### config.mk
export PLATFORM = sky130hd
export DESIGN_NAME = rb_read_port_arbiter_flat
export DESIGN_NICKNAME = d
export VERILOG_FILES = /design/src/rtl/rb_read_port_arbiter_if.sv /design/src/rtl/rb_read_port_arbiter.sv /design/src/flat_wrapper.sv
export SDC_FILE = /design/constraint.sdc
export NUM_CORES = 1
export LEC_CHECK = 0
export ABC_CLOCK_PERIOD_IN_PS = 1700
export CELL_PAD_IN_SITES_DETAIL_PLACEMENT = 1
export CELL_PAD_IN_SITES_GLOBAL_PLACEMENT = 1
export CORE_ASPECT_RATIO = 2
export CORE_MARGIN = 2
export CORE_UTILIZATION = 29
export DETAILED_ROUTE_END_ITERATION = 6
export GPL_TIMING_DRIVEN = 0
export PLACE_DENSITY = 0.77
export SKIP_CTS_REPAIR_TIMING = 1
export SLEW_MARGIN = 0
export SYNTH_ARGS = -nofsm -noshare
export SYNTH_HDL_FRONTEND = slang
export SYNTH_SLANG_ARGS = --single-unit
### constraint.sdc
create_clock -name clk -period 1.7 [get_ports clk]
set_input_delay 0.17 -clock clk [delete_from_list [all_inputs] [get_ports clk]]
set_output_delay 0.17 -clock clk [all_outputs]
set_load 0.01 [all_outputs]
### src/rtl/rb_read_port_arbiter_if.sv
// rb_read_port_arbiter_if: requester/register-bank read port bundle for the round-robin read arbiter
interface rb_read_port_arbiter_if #(
  parameter int N_REQ = 4,
  parameter int DW    = 16,
  parameter int AW    = 3
);
  logic [N_REQ-1:0]    req;
  logic [N_REQ*AW-1:0] req_addr;
  logic [AW-1:0]       mux_sel;
  logic [DW-1:0]       mux_data;
  logic [N_REQ-1:0]    gnt;
  logic                rd_valid;
  logic [DW-1:0]       rd_data;
  logic [2:0]          rd_id;
  logic                busy;
  modport slave (
    input  req, req_addr, mux_data,
    output mux_sel, gnt, rd_valid, rd_data, rd_id, busy
  );
  modport master (
    output req, req_addr, mux_data,
    input  mux_sel, gnt, rd_valid, rd_data, rd_id, busy
  );
endinterface

### src/rtl/rb_read_port_arbiter.sv
// rb_read_port_arbiter: round-robin arbiter sequencing N_REQ requesters onto the register bank's single read mux
module rb_read_port_arbiter #(
  parameter int N_REQ = 4,
  parameter int DW    = 16,
  parameter int AW    = 3
) (
  input logic                   clk,
  input logic                   rst_n,
  rb_read_port_arbiter_if.slave rp
);
  typedef enum logic {IDLE, SEL} state_t;
  state_t           r_state, w_next;
  logic [2:0]       r_ptr, r_win, r_rd_id, w_win;
  logic [AW-1:0]    r_mux_sel, w_addr;
  logic [N_REQ-1:0] r_gnt, w_elig;
  logic             r_rd_valid, w_req_w;
  logic [DW-1:0]    r_rd_data;
  assign w_elig  = rp.req & ~r_gnt;
  assign w_req_w = |(rp.req & (N_REQ'(1) << r_win));
  always_comb begin
    w_win  = '0;
    w_addr = '0;
    for (int j = N_REQ-1; j >= 0; j--)
      if (w_elig[j]) begin
        w_win  = 3'(j);
        w_addr = rp.req_addr[j*AW +: AW];
      end
    for (int j = N_REQ-1; j >= 0; j--)
      if (w_elig[j] && 3'(j) >= r_ptr) begin
        w_win  = 3'(j);
        w_addr = rp.req_addr[j*AW +: AW];
      end
  end
  always_comb begin
    w_next = r_state;
    w_next = (r_state == SEL) ? IDLE : (|w_elig ? SEL : IDLE);
  end
  always_ff @(posedge clk or negedge rst_n) begin
    if (!rst_n) begin
      r_state    <= IDLE;
      r_ptr      <= '0;
      r_win      <= '0;
      r_mux_sel  <= '0;
      r_gnt      <= '0;
      r_rd_valid <= 1'b0;
      r_rd_data  <= '0;
      r_rd_id    <= '0;
    end else begin
      r_state    <= w_next;
      r_gnt      <= '0;
      r_rd_valid <= 1'b0;
      if (r_state == IDLE && |w_elig) begin
        r_win     <= w_win;
        r_mux_sel <= w_addr;
      end
      if (r_state == SEL && w_req_w) begin
        r_rd_data  <= rp.mux_data;
        r_rd_id    <= r_win;
        r_gnt      <= N_REQ'(1) << r_win;
        r_rd_valid <= 1'b1;
        r_ptr      <= (r_win == 3'(N_REQ-1)) ? '0 : r_win + 3'd1;
      end
    end
  end
  assign rp.mux_sel  = r_mux_sel;
  assign rp.gnt      = r_gnt;
  assign rp.rd_valid = r_rd_valid;
  assign rp.rd_data  = r_rd_data;
  assign rp.rd_id    = r_rd_id;
  assign rp.busy     = (r_state == SEL);
endmodule
### src/flat_wrapper.sv
// flat-port wrapper written by rule: the top's interface ports become plain ports
module rb_read_port_arbiter_flat 
#(
  parameter int N_REQ = 4,
  parameter int DW    = 16,
  parameter int AW    = 3
)
  (clk, rst_n, rp_req, rp_req_addr, rp_mux_data, rp_mux_sel, rp_gnt, rp_rd_valid, rp_rd_data, rp_rd_id, rp_busy);
  rb_read_port_arbiter_if #(.N_REQ(N_REQ), .DW(DW), .AW(AW)) rp_i ();
  input logic clk;
  input logic rst_n;
  input wire logic [$bits(rp_i.req)-1:0] rp_req;
  input wire logic [$bits(rp_i.req_addr)-1:0] rp_req_addr;
  input wire logic [$bits(rp_i.mux_data)-1:0] rp_mux_data;
  output wire logic [$bits(rp_i.mux_sel)-1:0] rp_mux_sel;
  output wire logic [$bits(rp_i.gnt)-1:0] rp_gnt;
  output wire logic [$bits(rp_i.rd_valid)-1:0] rp_rd_valid;
  output wire logic [$bits(rp_i.rd_data)-1:0] rp_rd_data;
  output wire logic [$bits(rp_i.rd_id)-1:0] rp_rd_id;
  output wire logic [$bits(rp_i.busy)-1:0] rp_busy;
  assign rp_i.req = rp_req;
  assign rp_i.req_addr = rp_req_addr;
  assign rp_i.mux_data = rp_mux_data;
  assign rp_mux_sel = rp_i.mux_sel;
  assign rp_gnt = rp_i.gnt;
  assign rp_rd_valid = rp_i.rd_valid;
  assign rp_rd_data = rp_i.rd_data;
  assign rp_rd_id = rp_i.rd_id;
  assign rp_busy = rp_i.busy;
  rb_read_port_arbiter #(.N_REQ(N_REQ), .DW(DW), .AW(AW)) u_core (.clk(clk), .rst_n(rst_n), .rp(rp_i));
endmodule
-- After elaboration in Yosys (flattened, before gate mapping)
Cells that the tools add are included.
Widths: inputs -> output; s select.
- reductions and logical operators: 8
- magnitude comparators: 4
- equal/unequal tests: 1
- shift-type cells: 1
- $add $sub $neg: 1
- bitwise logic cells: 4
- multiplexer cells: 21
- operator list (cell ; count):
    $mux 3 ; 16
    $and 4x4->4 ; 2
    $reduce_or 4->1 ; 2
    $ge 1x3->1 const A ; 2
    $ge 2x3->1 const A ; 2
    $logic_and 1x1->1 ; 6
    $mux 4 ; 1
    $not 4->4 ; 1
    $shl 1x3->4 const A ; 1
    $add 3x1->3 const B ; 1
    $eq 3x2->1 const B ; 1
    $mux 1 ; 3
    $mux 2 ; 1
    $not 1->1 ; 1
- register bits: 34
- input port bits: 34

-- Longest topological paths before layout
Gate-level depths: netlist of run 1.
- word-level depth: 10
- depth in mapped cells: 8
- depth with buffers taken out: 7

-- Least setup slack after synthesis of run 1
Ideal clock, no wire load.
- path kind: reg-to-reg
- start point: register u_core.r_win[0]
- end point: register u_core.r_ptr[1]
- slack: 0.024 ns
- arrival time: 1.549 ns
- path buffers: 1
- period minus slack after synthesis: 1.676 ns
- stages on the path, launching flop included: 8
- cells stage by stage: dfrtp_1 -> inv_1 -> ha_1 -> a22oi_1 -> nand2_1 -> nand2_2 -> buf_2 -> mux2_1
- word-level cells in the longest chain between the ends: 4
- elaborated cells between the ends (all ways): 7
- RTL lines (what ; RTL line ; text):
    start: declaration ; rb_read_port_arbiter.sv:13 ; logic [2:0] r_ptr, r_win, r_rd_id, w_win;
    start signal: assignment ; rb_read_port_arbiter.sv:53 ; r_win <= w_win;
    parallel branches: the longest is 4 deep, another holds $add 3x1->3 ; n/a ;
    end signal: assignment ; rb_read_port_arbiter.sv:61 ; r_ptr <= (r_win == 3'(N_REQ-1)) ? '0 : r_win + 3'd1;
    end: declaration ; rb_read_port_arbiter.sv:13 ;
Parallel ways; which one is timed is not known.
A chain may end at the register's enable or synchronous reset.

-- Worst setup path after layout of run 1
- start point: register u_core.r_win[0]
- end point: register u_core.r_rd_data[15], in the netlist u_core.rp.rd_data[15]
- word-level cells in the longest chain between the ends: 4
- RTL lines (what ; RTL line ; text):
    $shl 1x3->4 ; rb_read_port_arbiter.sv:19 ; assign w_req_w = |(rp.req & (N_REQ'(1) << r_win));
    $and 4x4->4 ; rb_read_port_arbiter.sv:19 ;
    $reduce_or 4->1 ; rb_read_port_arbiter.sv:19 ;
    $logic_and 1x1->1 ; rb_read_port_arbiter.sv:56 ; if (r_state == SEL && w_req_w) begin
    end signal: assignment ; rb_read_port_arbiter.sv:57 ; r_rd_data <= rp.mux_data;
    end: declaration ; rb_read_port_arbiter.sv:17 ; logic [DW-1:0] r_rd_data;
Every way passes these cells.

==> flow_summary_export.csv, run 1 <==
group,metric,value,unit
route,drt-total-wl,4.559,mm
synthesis,ys_ff_latch,31,
sta,setup_viol,9,
critical_path,critPathLaunchType,"flop",
critical_path,crit_path_end_kind,"flop",
pwr,irDropWorstVdd,947.3,µV
grt,grt_pass1_vias,1454,
placement,portBuffers,60,
sta,setup_slack,-0.01370,ns
critical_path,crit_chain,"inv_2 -> ha_4 -> a22oi_2 -> nand2_2 -> nand2_4 -> clkbuf_16 -> mux2_4",
critical_path,slowest_stage,"dfrtp_2",
sta,rsz0062_at_grt,"yes",
route,wl_met3,344,µm
sta,min_period,1.714,ns
grt,overflow,0,
sta,skew,0.006084,ns
layout,multi_input_area,809.5,µm²
sta,setup_tns,-0.08012,ns
grt,track_usage,14.48,%
cts,clkLatencyLatePin,0.28,ns
synthesis,synthTopCellsByArea,"dfrtp_1 (51%), mux2_1 (9.6%), ha_1 (3.3%)",
synthesis,avgSynthCellArea,11.73,µm²
synthesis,yosysWarnings,0,
die,die_area,0.005891,mm²
cts,clk_pin_slew,0.06,ns
cts,clk_path_buf_depth,2,
synthesis,synth.distinct_cells,36,
cts,h-tree-depth,2,
grt,grt_max_degree,32,
layout,area_growth_syn_to_layout,62.10,%
sta,final-hold-violation-count,0,
worst_hold_path,hold_class,"in -> async",
die,fp-row-count,37,
status,violations,"negative setup slack",
layout,regArea,777.0,µm²
die,core-area,0.005092,mm²
critical_path,critPathArrivalTime,1.88,ns
sta,max_freq,583.5,MHz
sta,worst_slew_pin_slew,0.7183,ns
cts,cts.root.buffer_cell,"clkbuf_8",
layout,most-common-layout-cells,"clkdlybuf4s50_1 (59), dfrtp_1 (30), mux2_4 (14), nor2_1 (8)",
status,outcome,"complete, but fails checks",
critical_path,reg2reg_from,"u_core.r_win[0]",
critical_path,slowest_delay,0.44,ns
route,drc_errors,0,
placement,post-place-ws,-0.2796,ns
grt,antenna_found_initial,0,
critical_path,reg2reg_depth,7,
layout,drive_gt1_share,26.24,%
cts,cts.sinks,31,
placement,placed_area,0.002193,mm²
synthesis,netlist_area,0.001525,mm²
route,routed.top_layer,"met4",
synthesis,synth_top_area_cell,"dfrtp_1",
synthesis,yosysTopAreaCellShare,50.86,%
layout,num-nets-final,241,
route,wl_met2,2.548,mm
pwr,finalPower,4.464,mW
synthesis,syn-instance-count,130,
critical_path,required,1.86,ns
pwr,powerDensity,1806,mW/mm²
route,vias,1339,
route,wl_per_cell,17.53,µm
pwr,p_leak,1.117,nW
critical_path,worst_r2r_endpoint,"u_core.rp.rd_data[15]",
route,wl_met1,1.489,mm
critical_path,reg2reg_slack,-0.01,ns
synthesis,synthesis.nets,168,
die,initial_core_util,29.95,%
die,io_pins,62,
route,vias_per_cell,5.150,
route,drt_iter0_markers,20,
sta,finalMaxSlewViolations,0,
route,drt_pre_antenna_iters,4,
layout,final_area,0.002472,mm²
placement,dp_hpwl,3.314,mm
die,fp.dieH,106.6,µm
placement,gp_congestion,0.7603,
layout,num_antenna_cells,0,
critical_path,worstPathMaxFanout,5,
sta,finalCritPeriodShare,100.8,%
grt,grt_pass1_wl,6.713,mm
cts,cts-buffers-inserted,5,
cts,cts_tree,"yes",
die,die_x,55.28,µm
layout,final.fill_count,554,
sta,relSlewSlack,52.12,%
synthesis,synth_seq_area_share,50.86,%
route,ant_nets,0,
critical_path,worst-setup-path-type,"reg -> reg",
layout,layout.cells.most_common,"clkdlybuf4s50_1",
flow_run,drv_cap,0,
worst max-delay path by stage:
stage	from	end	slack, ns	depth (start not counted)
floorplan	u_core.r_win[0]	u_core.r_ptr[1]	0.02	7
global placement	u_core.r_win[0]	u_core.rp.rd_data[13]	-0.24	7
detailed placement	u_core.r_win[0]	u_core.rp.rd_data[14]	-0.28	7
CTS	u_core.r_win[0]	u_core.rp.rd_data[14]	-0.29	7
global route	u_core.r_win[1]	u_core.rp.rd_data[5]	-0.08	7
finish	u_core.r_win[0]	u_core.rp.rd_data[15]	-0.01	7
through the flow:
| stage | std cells | utilization [%] | hold WS, ns |
|---|---|---|---|
| after floorplan | 130 | - | -0.1256 |
| after global placement | 248 | 43.17 | 0.4669 |
| after detailed placement | 248 | 43.07 | 0.2627 |
| after CTS | 254 | 44.50 | -0.03971 |
| after global routing | 260 | 48.55 | 0.5065 |
| final | 260 | 48.55 | 0.4755 |
final cells by class:
class	count	share of cell area [%]
Sequential cell	31	31.43
Buffer	5	2.176
Clock buffer	6	2.935
Tap cell	58	2.935
Multi-Input combinational cell	89	32.74
Inverter	5	0.7591
Timing Repair Buffer	66	27.02
layer usage:
layer  GRT usage, %  vias to the layer above
met5              0                        -
met4          6.969                        0
met3          5.596                       14
met2          27.81                       63
met1          12.52                      652
li1               -                      610
state kept, by name, summed over array words and instances (netlist names):
| name | cells |
|---|---|
| u_core.rp.rd_data | 16 |
| u_core.rp.gnt | 4 |
| u_core.rp.mux_sel | 3 |
| u_core.r_ptr | 2 |
| u_core.r_win | 2 |
| u_core.rp.rd_id | 2 |
| u_core.rp.busy | 1 |
| u_core.rp.rd_valid | 1 |
critical path, delay by kind of cell, from the launching register on:
family / cells / cell delay (ns)
compound gates: 1 / 0.16
fa+ha+maj: 1 / 0.18
buf+inv: 2 / 0.28
flops: 1 / 0.44
mux: 1 / 0.29
simple gates: 2 / 0.26
power by group:
part           leakage [nW]  internal [mW]  total (mW)  switching (mW)
clock                0.0371          0.272       0.524           0.252
sequential            0.375           1.10        1.37           0.275
combinational         0.705           1.52        2.57            1.05
total                  1.12           2.89        4.46            1.58
cell usage after synthesis (all sizes together):
| cell | number |
|---|---|
| dfrtp | 31 |
| mux2 | 17 |
| nand2 | 10 |
| nor2 | 8 |
| o21ai | 7 |
| a21oi | 5 |
| a22oi | 5 |
| buf | 5 |
| inv | 5 |
| nand2b | 5 |
| and3 | 4 |
| ha | 4 |
| o21bai | 3 |
| o22ai | 3 |
| o32ai | 3 |
| and2 | 2 |
| o211a | 2 |
| a2111o | 1 |
| a211o | 1 |
| a22o | 1 |
| and2b | 1 |
| conb | 1 |
| nor2b | 1 |
| nor3 | 1 |
| o2111ai | 1 |
| o311a | 1 |
| o31ai | 1 |
| or2 | 1 |
cells by family after synthesis:
| group | Yosys count | synth area share, % |
|---|---|---|
| AOI/OAI and AO/OA | 34 | 16.24 |
| muxes | 17 | 12.55 |
| other | 1 | 0.2459 |
| DFF | 31 | 50.86 |
| buffers and inverters | 10 | 3.609 |
| and+or+nand+nor | 33 | 13.21 |
| adders and majority gates | 4 | 3.282 |
(Power assumes the default switching activity.)
==> inputs of run 2 (changes only) <==
- ABC_AREA: default -> 1
- CORE_UTILIZATION: 29 -> 27
- PLACE_DENSITY: 0.77 -> 0.76
==> run 2 against run 1 <==
Effect of this change:
- the run now ends clean
- count of clock-buffer cells in the layout is the same
- core utilization shrank 6.1 points
- combinational power shrank 20%
- synthesized cell count grew 59%
- flip-flop and latch count is the same
- clock skew shrank 0.0037 ns
- hold slack lost 0.045 ns
- final area shrank 1.9%
- critical endpoint is now u_core.rp.rd_data[6]
- global-route usage grew 0.95 points
- wire length shrank 0.94%
==> flow_summary_export.csv, run 2 <==
group,metric,value,unit
layout,largest_register_ff_count,16,
route,ant_nets,0,
critical_path,critPathLaunchType,"flop",
cts,cts-buffers-inserted,5,
layout,layout.cells.most_common,"nand2_1",
critical_path,crit_chain,"inv_2 -> ha_1 -> inv_1 -> o2111ai_2 -> nand2_4 -> buf_2 -> nand2_1 -> nand2_1",
placement,placed_area,0.002272,mm²
synthesis,post-synth-top-count-cell,"nand2_1",
cts,cts_tree,"yes",
critical_path,worst-setup-path-type,"reg -> reg",
pwr,power.switching,1.607,mW
flow_run,drv_cap,0,
critical_path,required,1.86,ns
critical_path,reg2reg_depth,8,
sta,finalMaxSlewViolations,0,
sta,finalCritPeriodShare,92.22,%
cts,clk_pin_slew,0.05,ns
synthesis,netlist_top_cells_count,"nand2_1 (87), dfrtp_1 (31), inv_1 (23), nor2_1 (18), nand3_1 (13)",
pwr,powerDensity,1744,mW/mm²
sta,hold_ws,0.4304,ns
synthesis,yosysWarnings,0,
critical_path,critPathArrivalTime,1.73,ns
route,vias,1505,
status,outcome,"completed",
layout,num-nets-final,313,
sta,setup_viol,0,
synthesis,synth_seq_area_share,48.48,%
placement,dp_hpwl,3.547,mm
synthesis,synthTopCellsByArea,"dfrtp_1 (48%), nand2_1 (20%), inv_1 (5.4%)",
placement,portBuffers,60,
cts,clk_path_buf_depth,2,
route,wl_per_cell,13.44,µm
sta,skew,0.002397,ns
critical_path,crit_path_end_kind,"flop",
critical_path,slowest_delay,0.41,ns
pwr,sequentialPowerShare,31.0,%
critical_path,worstPathMaxFanout,10,
synthesis,synth_edf_count,0,
layout,num_antenna_cells,0,
critical_path,critical_path.top_delay_family,"flip-flops",
sta,rsz0062_at_grt,"no",
synthesis,synthesis.nets,245,
synthesis,syn-instance-count,207,
pwr,p_leak,1.214,nW
synthesis,yosysTopAreaCellShare,48.48,%
pwr,irDropWorstVdd,1313,µV
pwr,p_int,2.623,mW
synthesis,ys.flop_type,"dfrtp_1",
route,vias_per_cell,4.479,
cts,cts.root.buffer_cell,"clkbuf_16",
die,die_area,0.006596,mm²
die,initial_core_util,28.03,%
route,drt_pre_antenna_iters,4,
sta,max_freq,637.9,MHz
sta,worst_slew_pin_slew,0.6740,ns
grt,antenna_found_initial,0,
grt,overflow,0,
layout,most-common-layout-cells,"nand2_1 (87), clkdlybuf4s50_1 (59), dfrtp_1 (31), inv_1 (21), nor2_1 (18)",
grt,grt_pass1_vias,1682,
sta,final-hold-violation-count,0,
layout,final_area,0.002426,mm²
cts,clkLatencyLatePin,0.27,ns
sta,relSlewSlack,55.06,%
route,drt-total-wl,4.516,mm
die,io_pins,62,
die,die_x,58.44,µm
critical_path,critPathMostFrequentCell,"nand2_1",
worst_hold_path,hold_class,"in -> reg",
route,drt_iter0_markers,20,
die,fp.dieH,112.9,µm
synthesis,ys_ff_latch,31,
cts,h-tree-depth,2,
synthesis,synth.distinct_cells,22,
die,core-area,0.005709,mm²
pwr,sw_frac_of_total,37.99,%
route,drc_errors,0,
placement,gp_congestion,0.7527,
grt,track_usage,15.43,%
grt,grt_pass1_wl,7.817,mm
pwr,p_clk_share,20.4,%
grt,grt_max_degree,32,
sta,setup_tns,0,ns
pwr,combinationalPowerShare,48.7,%
worst_hold_path,hold-path-cell-count,3,
synthesis,synth_top_area_cell,"dfrtp_1",
layout,drive_gt1_share,9.455,%
critical_path,crit_buf_inv,3,
critical_path,slowest_stage,"dfrtp_1",
synthesis,netlist_area,0.001600,mm²
die,fp-row-count,39,
cts,cts.sinks,31,
sta,min_period,1.568,ns
synthesis,avgSynthCellArea,7.731,µm²
synthesis,async_flop_share,100.0,%
layout,area_growth_syn_to_layout,51.60,%
critical_path,worstSetupPathDepth,8,
## run 2: cell types whose count changed in the layout (fill, tap and decap cells not counted), sizes merged, moves of 5 or more
cell and change:
a21oi -5, a22oi -5, inv +19, mux2 -17, nand2 +83, nand2b -5
nand3 +13, nor2 +12
## run 2: tightest hold or removal path: stages
cell and delay, ns:
clkdlybuf4s50_1 0.39, nand2_1 0.06, nand2_1 0.04
## run 2: path summary, 6_finish.rpt
kind / startpoint / end / slack [ns]
setup / recovery: u_core.r_win[0] / u_core.rp.rd_data[6] / 0.13
hold / removal: rp_mux_data[8] / u_core.rp.rd_data[8] / 0.43
setup reg to reg: u_core.r_win[0] / u_core.rp.rd_data[6] / 0.13
hold reg to reg: u_core.rp.rd_data[11] / u_core.rp.rd_data[11] / 0.48
max in group asynchronous: rst_n / u_core.rp.rd_data[10] / 0.79
min in group asynchronous: rst_n / u_core.rp.rd_data[2] / 0.47
## run 2: layout make-up
type                    count  area (µm²)
fillers                   680        3283
flip-flops and latches     31       775.7
multi-input cells         147       691.9
repair buffers             61       605.6
clock buffers               6       138.9
inverters                  24       92.59
well taps                  61       76.32
plain buffers               5       40.04
clock inverters             1       5.005
## run 2: through the flow
stage	utilization, %	power [mW]	instances	worst slack, ns
2_1_floorplan	-	2.407	207	0.2755
3_3_place_gp	39.89	3.330	328	-0.1296
3_5_place_dp	39.80	3.390	328	0.04025
4_1_cts	42.32	4.313	335	0.03283
5_1_grt	42.49	4.589	336	0.004719
6_report	42.49	4.230	336	0.1323
## run 2: power groups by stage
stage | logic, mW | clock network, mW | registers, mW
after floorplan | 0.997 | 0 | 1.41
after CTS | 2.11 | 0.886 | 1.32
final | 2.06 | 0.861 | 1.31
after detailed placement | 2.08 | 0 | 1.31
after global routing | 2.32 | 0.918 | 1.36
after global placement | 2.03 | 0 | 1.30
## run 2: cell families (layout without fill, tap and decap cells)
| family | after synthesis | after routing | synth area share (%) |
|---|---|---|---|
| flops | 31 | 31 | 48.48 |
| buf+inv | 29 | 97 | 8.288 |
| compound gates | 15 | 15 | 6.177 |
| fa+ha+maj | 4 | 4 | 3.128 |
| simple gates | 127 | 127 | 33.70 |
| other cells | 1 | 1 | 0.2343 |
## run 2: metal layers
metal / vias up / GRT usage [%] / wire length [µm]
li1: 760 / - / -
met1: 693 / 15.41 / 1504
met2: 42 / 28.91 / 2686
met3: 10 / 2.514 / 215
met4: 0 / 7.907 / 110
met5: - / 0 / 0
==> inputs of run 3 (changes only) <==
- ABC_CLOCK_PERIOD_IN_PS: 1700 -> 1400
- CELL_PAD_IN_SITES_DETAIL_PLACEMENT: 1 -> default
- CELL_PAD_IN_SITES_GLOBAL_PLACEMENT: 1 -> default
- CORE_UTILIZATION: 27 -> 39
- PLACE_DENSITY: 0.76 -> 0.77
- clock period: 1.7 -> 1.4 ns (I/O delays scaled with it)
==> run 3 against run 2 <==
Effect of this change:
- sequential power increased by 21%
- setup slack worse by 0.22 ns
- combinational power rose by 50%
- via count increased by 4.6%
- total power is 29% higher
- critical endpoint is now u_core.rp.rd_data[13]
- sequential share of layout area shrank 2.0 points
- hold slack got worse by 0.054 ns
- clock skew up 0.0025 ns
- final area rose by 7.1%
- largest cell class is now multi-input gates
- fmax is 5.2% higher
- the run now ends with negative setup slack left
==> flow_summary_export.csv, run 3 (synthesized netlist as in run 2, its figures left out) <==
group,metric,value,unit
status,outcome,"complete, but fails checks",
status,violations,"negative setup slack",
sta,relSlewSlack,55.67,%
route,drt-total-wl,4.107,mm
critical_path,critPathArrivalTime,1.72,ns
critical_path,critPathLaunchType,"flop",
die,core-area,0.004005,mm²
pwr,powerDensity,2104,mW/mm²
grt,antenna_found_initial,0,
layout,largest_register_ff_count,16,
worst_hold_path,hold-path-cell-count,3,
layout,layout.cells.most_common,"nand2_1",
pwr,p_leak,1.282,nW
worst_hold_path,worstHoldStart,"rp_mux_data[5]",
route,vias_per_cell,4.657,
layout,drive_gt1_share,20.63,%
layout,area_growth_syn_to_layout,62.31,%
critical_path,critical_path.top_delay_family,"flip-flops",
placement,place_inst,319,
sta,setup_slack,-0.09042,ns
critical_path,reg2reg_from,"u_core.r_win[1]",
layout,num-nets-final,323,
grt,track_usage,18.05,%
sta,worst_slew_pin_slew,0.6650,ns
die,fp-row-count,33,
route,drt_iter0_markers,32,
critical_path,worstPathMaxFanout,6,
sta,rsz0062_at_grt,"yes",
layout,most-common-layout-cells,"nand2_1 (74), clkdlybuf4s50_1 (58), dfrtp_1 (29), inv_1 (19), nor2_1 (18)",
worst_hold_path,hold_class,"in -> reg",
placement,gp_congestion,0.8026,
grt,grt_pass1_wl,6.458,mm
grt,grt_pass1_vias,1499,
sta,min_period,1.490,ns
sta,max_freq,671.0,MHz
flow_run,drv_cap,0,
critical_path,required,1.63,ns
cts,clk_path_buf_depth,2,
grt,overflow,0,
worst_hold_path,worstHoldEndpoint,"u_core.rp.rd_data[5]",
die,io_pins,62,
route,drc_errors,0,
placement,dp_hpwl,2.902,mm
layout,final_cells,338,
cts,clk_pin_slew,0.07,ns
critical_path,crit_path_end_kind,"flop",
die,die_x,49.30,µm
grt,grt_max_degree,32,
sta,finalMaxSlewViolations,0,
sta,finalCritPeriodShare,106.5,%
cts,cts.sinks,31,
placement,portBuffers,60,
route,wl_per_cell,12.15,µm
critical_path,crit_buf_inv,4,
sta,skew,0.004927,ns
pwr,irDropWorstVdd,1288,µV
route,drt_pre_antenna_iters,4,
critical_path,reg2reg_slack,-0.09,ns
die,fp.dieH,94.59,µm
cts,cts_tree,"yes",
cts,h-tree-depth,2,
layout,final.fill_count,346,
layout,num_antenna_cells,0,
critical_path,slowest_delay,0.41,ns
die,die_area,0.004663,mm²
die,initial_core_util,39.96,%
critical_path,reg2reg_depth,9,
cts,cts.root.buffer_cell,"clkbuf_8",
route,ant_nets,0,
sta,setup_tns,-1.378,ns
critical_path,crit_chain,"inv_2 -> ha_4 -> inv_2 -> o2111ai_4 -> nand2_4 -> inv_8 -> buf_8 -> nand2_2 -> nand2_2",
sta,final-hold-violation-count,0,
critical_path,worst_r2r_endpoint,"u_core.rp.rd_data[13]",
critical_path,worst-setup-path-type,"reg -> reg",
critical_path,slowest_stage,"dfrtp_1",
sta,setup_viol,24,
sta,hold_ws,0.3764,ns
cts,cts-buffers-inserted,5,
cts,clkLatencyLatePin,0.29,ns
route,vias,1574,
==> run 3: cell types whose count changed in the layout (fill, tap and decap cells not counted), sizes merged <==
cell | previous run | this run
clkdlybuf4s50 | 59 | 58
clkinv | 1 | 0
dlymetal6s2s | 0 | 1
clkinvlp | 0 | 1
buf | 6 | 15
clkbuf | 6 | 8
==> run 3: power by group <==
| group | switching [mW] | total, mW | internal [mW] |
|---|---|---|---|
| logic | 1.50 | 3.09 | 1.59 |
| clock network | 0.342 | 0.788 | 0.446 |
| registers | 0.275 | 1.59 | 1.31 |
| total | 2.11 | 5.46 | 3.35 |
==> run 3: routing by layer <==
| layer | vias up | GRT usage, % | wire length (µm) |
|---|---|---|---|
| met2 | 61 | 30.74 | 2067 |
| met3 | 11 | 6.646 | 299 |
| met1 | 714 | 20.02 | 1639 |
| li1 | 788 | - | - |
| met5 | - | 0 | 0 |
| met4 | 0 | 7.381 | 99 |
==> run 3: cell type report <==
cell class | instances | area [µm²] | area share (%)
sequential | 31 | 778.2 | 29.96
clock buffer | 7 | 96.34 | 3.709
tap | 52 | 65.06 | 2.505
buffer | 5 | 56.30 | 2.168
clock inverter | 1 | 7.507 | 0.2890
timing repair buffer | 71 | 709.4 | 27.31
inverter | 24 | 100.1 | 3.854
multi-input combinational | 147 | 784.5 | 30.20
==> run 3: worst max-delay path by stage <==
stage,startpoint,endpoint,slack (ns),depth (start not counted)
2_1_floorplan,u_core.r_win[0],u_core.rp.rd_data[15],0.02,8
3_3_place_gp,rst_n,u_core.rp.mux_sel[0],-0.34,1
3_5_place_dp,rst_n,u_core.rp.mux_sel[1],-0.36,1
4_1_cts,u_core.r_win[1],u_core.rp.rd_data[13],-0.22,9
5_1_grt,u_core.r_win[1],u_core.rp.rd_data[14],-0.19,9
6_report,u_core.r_win[1],u_core.rp.rd_data[13],-0.09,9
==> run 3: worst register-to-register path, cell delays in order (launching register included) <==
cell,delay [ns]
dfrtp_1,0.41
inv_2,0.14
ha_4,0.15
inv_2,0.04
o2111ai_4,0.20
nand2_4,0.14
inv_8,0.11
buf_8,0.13
nand2_2,0.06
nand2_2,0.06
==> run 3: per-stage QoR <==
stage / power (mW) / area, µm² / utilization (%) / worst slack (ns)
after floorplan: 2.927 / 1600 / - / 0.01615
after detailed placement: 4.043 / 2266 / 56.58 / -0.3599
after CTS: 4.856 / 2370 / 59.17 / -0.2178
final: 5.464 / 2597 / 64.85 / -0.09042
after global placement: 3.963 / 2266 / 56.58 / -0.3437
after global routing: 5.873 / 2597 / 64.85 / -0.1878
